===== config.mk =====
export PLATFORM = sky130hd
export DESIGN_NAME = axi4_slave_write_sequencer
export DESIGN_NICKNAME = d
export VERILOG_FILES = /design/src/rtl/axi4_slave_write_sequencer.sv
export SDC_FILE = /design/constraint.sdc
export NUM_CORES = 1
export LEC_CHECK = 0
export BUFFER_PORTS_ARGS = -buffer_cell sky130_fd_sc_hd__buf_2
export CAP_MARGIN = 20
export CORE_MARGIN = 4
export CORE_UTILIZATION = 35
export DETAILED_ROUTE_END_ITERATION = 8
export PLACE_DENSITY = 0.67
export SYNTH_ARGS = -nofsm -noshare
export SYNTH_HDL_FRONTEND = slang
export SYNTH_SLANG_ARGS = --single-unit

===== constraint.sdc =====
create_clock -name CLK -period 4.3 [get_ports CLK]
set_input_delay 0.43 -clock CLK [delete_from_list [all_inputs] [get_ports CLK]]
set_output_delay 0.43 -clock CLK [all_outputs]
set_load 0.01 [all_outputs]

===== src/rtl/axi4_slave_write_sequencer.sv =====
// AXI4 slave write-channel sequencer: accepts one write burst at a time,
// walks the beat addresses (FIXED/INCR/WRAP), drives a simple storage write
// port and returns a single B response (OKAY or SLVERR).
module axi4_slave_write_sequencer #(
  parameter int unsigned ADDR_WIDTH = 32,
  parameter int unsigned DATA_WIDTH = 32,
  parameter int unsigned ID_WIDTH   = 4,
  parameter int unsigned LEN_WIDTH  = 8
) (
  input  logic                    CLK,
  input  logic                    RST,
  input  logic                    AWVALID,
  output logic                    AWREADY,
  input  logic [ADDR_WIDTH-1:0]   AWADDR,
  input  logic [ID_WIDTH-1:0]     AWID,
  input  logic [LEN_WIDTH-1:0]    AWLEN,
  input  logic [2:0]              AWSIZE,
  input  logic [1:0]              AWBURST,
  input  logic                    WVALID,
  output logic                    WREADY,
  input  logic [DATA_WIDTH-1:0]   WDATA,
  input  logic [DATA_WIDTH/8-1:0] WSTRB,
  input  logic                    WLAST,
  output logic                    BVALID,
  input  logic                    BREADY,
  output logic [ID_WIDTH-1:0]     BID,
  output logic [1:0]              BRESP,
  output logic                    mem_we,
  output logic [ADDR_WIDTH-1:0]   mem_addr,
  output logic [DATA_WIDTH-1:0]   mem_wdata,
  output logic [DATA_WIDTH/8-1:0] mem_wstrb
);

  localparam int unsigned MAX_SIZE = $clog2(DATA_WIDTH/8);

  typedef enum logic [1:0] {IDLE, DATA, RESP} state_t;

  state_t                state, state_next;
  logic [ID_WIDTH-1:0]   id_q;
  logic [ADDR_WIDTH-1:0] addr_q;
  logic [LEN_WIDTH-1:0]  len_q;
  logic [2:0]            size_q;
  logic [1:0]            burst_q;
  logic [LEN_WIDTH-1:0]  cnt_q;
  logic                  err_q;
  logic                  supp_q;
  logic [1:0]            resp_q;

  logic                  aw_hs, w_hs, b_hs;
  logic                  cnt_at_len, last_beat, beat_err, aw_bad;
  logic [ADDR_WIDTH-1:0] step, incr_addr, wrap_mask, next_addr;

  assign aw_hs      = AWVALID & AWREADY;
  assign w_hs       = WVALID & WREADY;
  assign b_hs       = BVALID & BREADY;
  assign cnt_at_len = (cnt_q == len_q);
  assign last_beat  = w_hs & (WLAST | cnt_at_len);
  assign beat_err   = w_hs & (WLAST != cnt_at_len);

  // Unsupported burst attributes: reserved type, illegal wrap length, oversize beat
  assign aw_bad = (AWBURST == 2'b11)
                | ((AWBURST == 2'b10) & ~((AWLEN == LEN_WIDTH'(1)) | (AWLEN == LEN_WIDTH'(3)) |
                                          (AWLEN == LEN_WIDTH'(7)) | (AWLEN == LEN_WIDTH'(15))))
                | (32'(AWSIZE) > MAX_SIZE);

  // Address of the beat following the current one
  always_comb begin
    step      = ADDR_WIDTH'(1) << size_q;
    incr_addr = addr_q + step;
    wrap_mask = ((ADDR_WIDTH'(len_q) + ADDR_WIDTH'(1)) << size_q) - ADDR_WIDTH'(1);
    next_addr = addr_q;
    case (burst_q)
      2'b01:   next_addr = incr_addr;
      2'b10:   next_addr = (addr_q & ~wrap_mask) | (incr_addr & wrap_mask);
      default: next_addr = addr_q;
    endcase
  end

  // State register
  always_ff @(posedge CLK or negedge RST) begin
    if (!RST) state <= IDLE;
    else      state <= state_next;
  end

  // Next-state logic
  always_comb begin
    state_next = state;
    case (state)
      IDLE:    if (aw_hs)     state_next = DATA;
      DATA:    if (last_beat) state_next = RESP;
      RESP:    if (b_hs)      state_next = IDLE;
      default: state_next = IDLE;
    endcase
  end

  // Registered handshake outputs follow the state being entered
  always_ff @(posedge CLK or negedge RST) begin
    if (!RST) begin
      AWREADY <= 1'b0;
      WREADY  <= 1'b0;
      BVALID  <= 1'b0;
      resp_q  <= 2'b00;
    end else begin
      AWREADY <= (state_next == IDLE);
      WREADY  <= (state_next == DATA);
      BVALID  <= (state_next == RESP);
      if (last_beat)
        resp_q <= (err_q | beat_err) ? 2'b10 : 2'b00;
      else if (b_hs)
        resp_q <= 2'b00;
    end
  end

  // Burst capture, beat counting and sticky error tracking
  always_ff @(posedge CLK or negedge RST) begin
    if (!RST) begin
      id_q    <= '0;
      addr_q  <= '0;
      len_q   <= '0;
      size_q  <= '0;
      burst_q <= '0;
      cnt_q   <= '0;
      err_q   <= 1'b0;
      supp_q  <= 1'b0;
    end else if (aw_hs) begin
      id_q    <= AWID;
      addr_q  <= AWADDR;
      len_q   <= AWLEN;
      size_q  <= AWSIZE;
      burst_q <= AWBURST;
      cnt_q   <= '0;
      err_q   <= aw_bad;
      supp_q  <= aw_bad;
    end else if (w_hs) begin
      cnt_q  <= cnt_q + LEN_WIDTH'(1);
      addr_q <= next_addr;
      if (beat_err) err_q <= 1'b1;
    end
  end

  assign BID   = id_q;
  assign BRESP = resp_q;

  // Data and strobes are gated by WREADY so the storage port reads zero outside the data phase
  assign mem_we    = w_hs & ~supp_q;
  assign mem_addr  = addr_q;
  assign mem_wdata = WREADY ? WDATA : '0;
  assign mem_wstrb = WREADY ? WSTRB : '0;

endmodule


; ---- Yosys cells after proc, flatten, opt, wreduce, memory -nomap -nowiden
; Cells that the tools add are included.
[word_totals]
latch_bits = 0
memories = 0
register_bits = 66
word_cells = 79
ramBits = 0
romBits = 0
[op_classes]
n_reduce_logical = 8
n_bitwise = 20
div_mod_pow = 0
addsub = 4
eq_ne = 14
shifts = 2
n_mul = 0
magnitude_cmp = 1
muxes = 17
[ops]
columns = op, n
row1 = $mux W32, 3
row2 = $and A32 B32 Y32, 2
row3 = $pmux W32 S2, 1
row4 = $add A32 B32 Y32, 1
row5 = $not A32 Y32, 1
row6 = $or A32 B32 Y32, 1
row7 = $shl A1 B3 Y32 const A, 1
row8 = $shl A9 B3 Y32, 1
row9 = $sub A32 B1 Y32 const B, 1
row10 = $mux W8, 2
row11 = $mux W2, 6
row12 = $eq A2 B2 Y1 const B, 5
row13 = $add A8 B1 Y9 const B, 1
row14 = $add A8 B1 Y8 const B, 1
row15 = $eq A8 B1 Y1 const B, 1
row16 = $eq A8 B2 Y1 const B, 1
row17 = $eq A8 B3 Y1 const B, 1
row18 = $eq A8 B4 Y1 const B, 1
row19 = $eq A8 B8 Y1, 1
row20 = $and A1 B1 Y1, 7
row21 = $or A1 B1 Y1, 7
row22 = $eq A2 B1 Y1 const B, 3
row23 = $pmux W2 S3, 1
row24 = $reduce_bool A2 Y1, 3
row25 = 8 further kinds, 13

; ---- Longest topological paths before layout
; Gate-level depths: netlist (run 1).
[depth]
word_depth = 9
depth_mapped = 16
ltp_nobuf = 14

; ---- Worst setup path after synthesis (run 1)
; Ideal clock, no wire load.
[synth_path]
path_type = register -> register
startpoint = reg size_q[0]
endpoint = reg with a tool-made name
setup_slack_ns = 0.548
setup_time_ns = 0.082
path_stages_with_launch = 17
path_buffers = 3
t_arrival_ns = 3.670
path_cell_list = dfrtp_1 > buf_2 > buf_2 > buf_2 > nor3_1 > ha_1 > inv_1 > fa_1 > nor2b_1 > o21a_1 > o21ai_0 > a2111oi_1 > nor2b_1 > nand3_1 > nor3_1 > a21oi_1 > o22ai_1
[synth_rtl]
columns = item, line_no
row1 = from (decl), 42  ; logic [2:0] size_q;
row2 = from (signal assigned), 120  ; size_q <= '0;
row3 = from (signal assigned), 129  ; size_q <= AWSIZE;

==> results by group, run 1 <==
Clocking
  – Setup bufs post-CTS: 0
  – Clk buf depth: 2
  – Worst-Skew Late Latency: 340 ps
  – CTS tree: yes
  – # H-tree levels: 3
  – Clock-pin transition on the worst setup and hold timing paths: 60 ps
  – Clock sink total: 65
  – Root Driver: clkbuf_16
  – TritonCTS buffer count: 9
  – Post-CTS sizing: 0
  – # hold bufs at CTS: 0

Worst setup path
  – Worst setup EP type: flop
  – Reg2reg start: len_q[1]
  – Critical path peak fanout: 15
  – Cell Chain, Critical Path: ha_1, mux2_2, o32ai_1, o311ai_0, o41ai_4, o211ai_4, nor3_4, and3_1, ha_1, nor2_1, nor3_1, nand2_1, xor2_1, a21oi_1
  – CP max stage delay: 610 ps
  – Critical path's slowest cell: o311ai_0
  – Critical path startpoint: len_q[1]
  – CP required: 4510 ps
  – CP Class: reg -> reg
  – Critical Path Start Type: flop
  – Worst reg-to-reg setup slack: 620 ps
  – Crit path top cell by count: ha_1
  – Reg2Reg Depth: 14
  – Worst path arrival time: 3890 ps

Synthesis
  – Synth unique cells: 75
  – Post-synth EDFFs: 0
  – Netlist Area Pre-Place: 5420 um2
  – Sequential fraction of the synthesis area: 0.300
  – Synthesized area per cell: 7.72 um2
  – Mapped Cells: 703
  – Synth Flop Type: dfrtp_1
  – Post-synth ARST share: 1.00
  – Syn nets: 809
  – Synth Register Bits: 65
  – Yosys warns: 0

Global routing
  – GR Util All Layers: 0.193
  – Pin count of the biggest net entering global routing: 56
  – First-pass GRT wire length: 28200 um
  – Vias in the first global route: 5418
  – Initial antenna violation count: 0
  – Grt ovf: 0

Die
  – Total I/O pin count: 169
  – Num rows: 45
  – Initial Util: 0.357
  – Total core area: 15200 um2
  – Die ar.: 17600 um2
  – Chip width: 132 um
  – Vert. Die Dim: 132 um

Route
  – Post-route DRC: 0
  – Via count: 5708
  – Drt wl/cell: 16.4 um
  – Via/cell ratio: 5.49
  – DR iter-0 viols: 373
  – Pre-antenna DRT Iters: 7
  – DRT antenna net count: 0
  – Final Routed Wirelength: 17000 um

Placed design
  – Port Buf Inserts: 167
  – DP Cell Count: 1023
  – Dpl hpwl: 12900 um
  – Post-placement setup slack: 635 ps
  – Post-DP Area: 6390 um2
  – Gpl congestion: 0.894

Timing
  – Crit path time final: 3680 ps
  – Final setup fails: 0
  – Worst Max-Slew Pin Slew: 1090 ps
  – Slew Limit Fails: 0
  – Setup TNS: 0 ps
  – Fmax: 272 MHz
  – Final-report hold violation count: 0
  – Slew Limit Headroom: 0.257
  – Final Skew: 9.21 ps
  – RSZ-0062 raised after global routing: no
  – Period utilisation layout: 0.855
  – Final setup margin: 621 ps

Layout
  – Layout cells sized above 1: 0.249
  – Diodes inserted: 0
  – Layout Cells excl Fill: 1039
  – Area Overhead vs Synth: 22.9%
  – Post-route cell area: 6660 um2
  – Final nets: 952

Power and ir drop
  – Max VDD drop: 0.289 mV
  – Cell Pwr Density: 770 nW/um2
  – Static leakage: 3.02 nW
  – Tot Pwr: 5.13 mW

Job
  – Max-cap violations: 0

Hold path
  – HP Class: in -> async

Outcome
  – Outcome: completed
## layer usage
layer	GRT usage	part of all wire	wire length, um
met1	0.261	0.44	7520
met2	0.314	0.49	8310
met5	0	0	0
met3	0.0376	0.056	958
met4	0.0560	0.014	246
## worst max-delay path: cells and delay by family (launching register included)
family,cells,cell delay [ps]
muxes,1,270
and+or+nand+nor,5,610
xor gates and xnor gates,1,150
DFF,1,580
AOI/OAI and AO/OA,5,1210
adders and majority gates,2,730
## per-stage QoR
step,hold slack [ps],util
floorplan,134,-
global placement,457,0.420
detailed placement,460,0.420
CTS,224,0.438
global route,264,0.438
finish,208,0.438
## kinds of logic after synthesis
group / synth area share
DFF: 0.300
other: 0.000691
muxes: 0.0159
adders and majority gates: 0.0360
buffers and inverters: 0.0480
AOI/OAI and AO/OA: 0.237
and+or+nand+nor: 0.307
xor gates and xnor gates: 0.0549
## cell usage after synthesis (4+ instances only)
master / count / area [um2]
nand2_1: 89 / 334
dfrtp_1: 65 / 1630
nor2_1: 63 / 236
a21oi_1: 56 / 280
o21ai_0: 49 / 245
and2_1: 46 / 288
clkbuf_1: 31 / 116
nand3_1: 27 / 135
xor2_1: 21 / 184
nor3_1: 17 / 85.1
ha_1: 14 / 175
inv_1: 13 / 48.8
xnor2_1: 13 / 114
a31oi_1: 11 / 68.8
and3_1: 11 / 68.8
nand4_1: 11 / 68.8
buf_2: 10 / 50.1
nor4_1: 10 / 62.6
nor2b_1: 9 / 56.3
a211oi_1: 7 / 52.6
a21o_1: 7 / 52.6
nand3b_1: 7 / 52.6
a2bb2oi_1: 6 / 52.6
and4_1: 6 / 52.6
nand2b_1: 6 / 37.5
o22ai_1: 6 / 37.5
mux2_2: 5 / 56.3
nand4b_1: 5 / 43.8
or3_1: 5 / 31.3
buf_1: 4 / 15.0
o211ai_1: 4 / 30.0
o31ai_1: 4 / 30.0
## final cells by class
class | count | area (um2)
Timing Repair Buffer | 180 | 933
Inverter | 14 | 52.6
Tap cell | 188 | 235
Multi-Input combinational cell | 576 | 3540
Clock buffer | 12 | 246
Sequential cell | 65 | 1630
Clock inverter | 4 | 28.8
Fill cell | 1555 | 8540
## cell usage in the layout, fill, tap and decap left out, drive strengths merged, types with 5 or more instances in the layout
cell / count
xor2: 21
nand2b: 6
nand3: 27
o21ai: 49
and3: 11
and4: 6
dfrtp: 65
nor2b: 9
nand2: 89
or3: 5
nor2: 63
nand4b: 5
a21o: 7
inv: 13
clkbuf: 12
ha: 14
o211ai: 5
o22ai: 6
buf: 180
nand4: 11
nor3: 19
mux2: 5
nor4: 10
a211oi: 8
and2: 47
nand3b: 7
a2bb2oi: 6
xnor2: 13
a21oi: 57
a31oi: 12
## power by group
group	switching, mW	internal [mW]
Sequential	0.392	0.877
Combinational	1.88	1.29
Clock	0.284	0.406
Total	2.56	2.57
## worst min-delay path by stage
stage | slack, ps | start | to | cells after the start
detailed placement | 460 | BID[1] | BID[1] | 2
finish | 210 | RST | len_q[3] | 1
global route | 260 | RST | supp_q | 1
CTS | 220 | RST | supp_q | 1
global placement | 460 | state[1] | WREADY | 1
floorplan | 130 | RST | AWREADY | 0
No activity file was read; power rests on OpenSTA's default activity.
==> run 2: changes to the inputs <==
--- a/config.mk
+++ b/config.mk
@@ -11,6 +11,7 @@
 export CORE_UTILIZATION = 35
 export DETAILED_ROUTE_END_ITERATION = 8
 export PLACE_DENSITY = 0.67
+export REMOVE_ABC_BUFFERS = 1
 export SYNTH_ARGS = -nofsm -noshare
 export SYNTH_HDL_FRONTEND = slang
 export SYNTH_SLANG_ARGS = --single-unit
==> run 2 against run 1 <==
  * Non-clock buffer count grew 1
  * Power grew 2.2%
  * Sequential power is essentially flat
  * Combinational power is essentially flat
  * Critical path depth shrank 1
  * Setup slack gained 4.5 ps
  * Routed wire length grew 0.58%
  * Die area is the same
  * Flip-flop and latch count is the same
  * Sequential share of layout area shrank 0.19 points
  * Largest cell class unchanged
  * Highest routed layer unchanged
==> results by group, run 2 (same netlist as run 1, synthesis figures left out) <==
Clocking
  – # H-tree levels: 3 (unchanged)
  – Root Driver: clkbuf_16
  – # hold bufs at CTS: 0 (unchanged)
  – Clk buf depth: 2 (unchanged)
  – CTS tree: yes
  – TritonCTS buffer count: 9 (unchanged)
  – Post-CTS sizing: 0 (unchanged)
  – Worst-Skew Late Latency: 340 ps (about the same)
  – Clock sink total: 65 (unchanged)
  – Setup bufs post-CTS: 0 (unchanged)
  – Clock-pin transition on the worst setup and hold timing paths: 60 ps (about the same)

Global routing
  – Vias in the first global route: 5527 (+2.0%)
  – Grt peak-use layer: met2
  – GRT met1 Usage: 0.260 (-0.00185)
  – Initial antenna violation count: 0 (unchanged)
  – Grt met3 use: 0.0506 (+0.0129)
  – Pin count of the biggest net entering global routing: 71 (+27%)
  – GR Util All Layers: 0.196 (+0.00292)
  – Met2 track demand over resource: 0.314 (unchanged)
  – Grt ovf: 0 (unchanged)
  – First-pass GRT wire length: 28200 um (about the same)

Worst setup path
  – Reg2reg start: size_q[2]
  – CP Class: reg -> reg
  – Critical Path Start Type: flop
  – Worst path arrival time: 3880 ps (about the same)
  – Worst reg-to-reg setup slack: 630 ps (about the same)
  – Reg2Reg Depth: 13 (-1)
  – Worst setup EP type: flop
  – Critical path startpoint: size_q[2]
  – Critical path peak fanout: 13 (-2)
  – CP required: 4510 ps (about the same)

Timing
  – Fmax: 272 MHz (+0.12%)
  – Final Skew: 7.51 ps (-1.70 ps)
  – Slew Limit Fails: 0 (unchanged)
  – Final setup margin: 626 ps (+4.48 ps)
  – Crit path time final: 3670 ps (-4.48 ps)
  – Setup TNS: 0 ps (unchanged)
  – RSZ-0062 raised after global routing: no
  – Final setup fails: 0 (unchanged)
  – Period utilisation layout: 0.854 (-0.00104)
  – Slew Limit Headroom: 0.482 (+0.224)
  – Worst Max-Slew Pin Slew: 775 ps (-311 ps)
  – Final-report hold violation count: 0 (unchanged)

Power and ir drop
  – Max VDD drop: 0.283 mV (-2.0%)
  – Cell Pwr Density: 780 nW/um2 (+1.4%)
  – Static leakage: 3.04 nW (+0.63%)
  – Tot Pwr: 5.24 mW (+2.2%)

Die
  – Total core area: 15200 um2 (unchanged)
  – Num rows: 45 (unchanged)
  – Total I/O pin count: 169 (unchanged)
  – Die ar.: 17600 um2 (unchanged)
  – Chip width: 132 um (unchanged)
  – Vert. Die Dim: 132 um (unchanged)
  – Initial Util: 0.357 (unchanged)

Layout
  – Final nets: 953 (+0.11%)
  – Final Util: 0.442 (+0.00346)
  – Layout cells sized above 1: 0.252 (+0.00323)
  – Area Overhead vs Synth: 23.8%
  – Multi-input gate area: 3540 um2 (unchanged)
  – Fillers: 1525 (-1.9%)
  – Most frequent cells in the layout: 167 x buf_2, 88 x nand2_1, 65 x dfrtp_1, 63 x nor2_1, 56 x a21oi_1
  – Most common cell after layout, fill and taps aside: buf_2
  – Register area: 1630 um2 (unchanged)
  – Post-route cell area: 6720 um2 (+0.79%)
  – Diodes inserted: 0 (unchanged)

Route
  – Via count: 5752 (+0.77%)
  – Pre-antenna DRT Iters: 5 (-2)
  – Drt wl/cell: 16.5 um (+0.48%)
  – Final Routed Wirelength: 17100 um (+0.58%)
  – DRT antenna net count: 0 (unchanged)
  – Via/cell ratio: 5.53 (+0.67%)
  – Post-route DRC: 0 (unchanged)
  – DR iter-0 viols: 389 (+4.3%)

Placed design
  – Port Buf Inserts: 167 (unchanged)
  – Dpl hpwl: 13000 um (+1.0%)
  – Gpl congestion: 0.895 (+0.15%)
  – Post-placement setup slack: 696 ps (+61.0 ps)
  – Post-DP Area: 6400 um2 (+0.12%)

Outcome
  – Outcome: completed

Job
  – Max-cap violations: 0 (unchanged)

Hold path
  – HP Class: in -> async
## run 2: changes by cell type in the layout (fill, tap and decap cells not counted)
cell | previous run | this run
clkinv_4 | 1 | 0
clkinvlp_4 | 2 | 4
clkbuf_1 | 2 | 0
buf_4 | 13 | 14
bufinv_16 | 0 | 2
clkbuf_8 | 1 | 0
## run 2: metal layers
metal | up-vias | part of all wire
li1 | 2829 | -
met1 | 2643 | 0.44
met2 | 262 | 0.46
met3 | 18 | 0.084
met4 | 0 | 0.016
met5 | - | 0
## run 2: how the worst min path moves through the flow
stage | from | to | slack (ps) | depth (start not counted)
floorplan | RST | AWREADY | 130 | 0
CTS | RST | async pin | 180 | 1
detailed placement | BID[3] | BID[3] | 460 | 2
global placement | BID[0] | BID[0] | 450 | 2
finish | RST | async pin | 160 | 1
global route | RST | async pin | 210 | 1
## run 2: per-stage QoR
step / hold slack, ps / cells
floorplan: 134 / 655
global placement: 454 / 1024
detailed placement: 457 / 1024
CTS: 176 / 1040
global route: 211 / 1040
finish: 158 / 1040
## run 2: worst max-delay path, cell delays in order, from the launching register on
cell	delay [ps]
dfrtp_1	630
clkinv_1	390
nor3_1	310
ha_1	270
a2111oi_0	110
buf_4	160
nor2b_1	130
a21oi_1	230
nand3b_1	230
or2_2	380
nor2_1	310
nand2_1	110
xor2_1	170
a21oi_1	80
## run 2: power breakdown
group | switching (mW) | internal (mW)
logic | 1.91 | 1.29
registers | 0.371 | 0.877
clock network | 0.289 | 0.506
total | 2.57 | 2.67
## run 2: cell type report
cell class	instances	share of cell area
clock buffer	9	0.0335
sequential	65	0.242
timing repair buffer	181	0.140
tap	188	0.0350
clock inverter	7	0.0142
inverter	14	0.00782
multi-input combinational	576	0.527
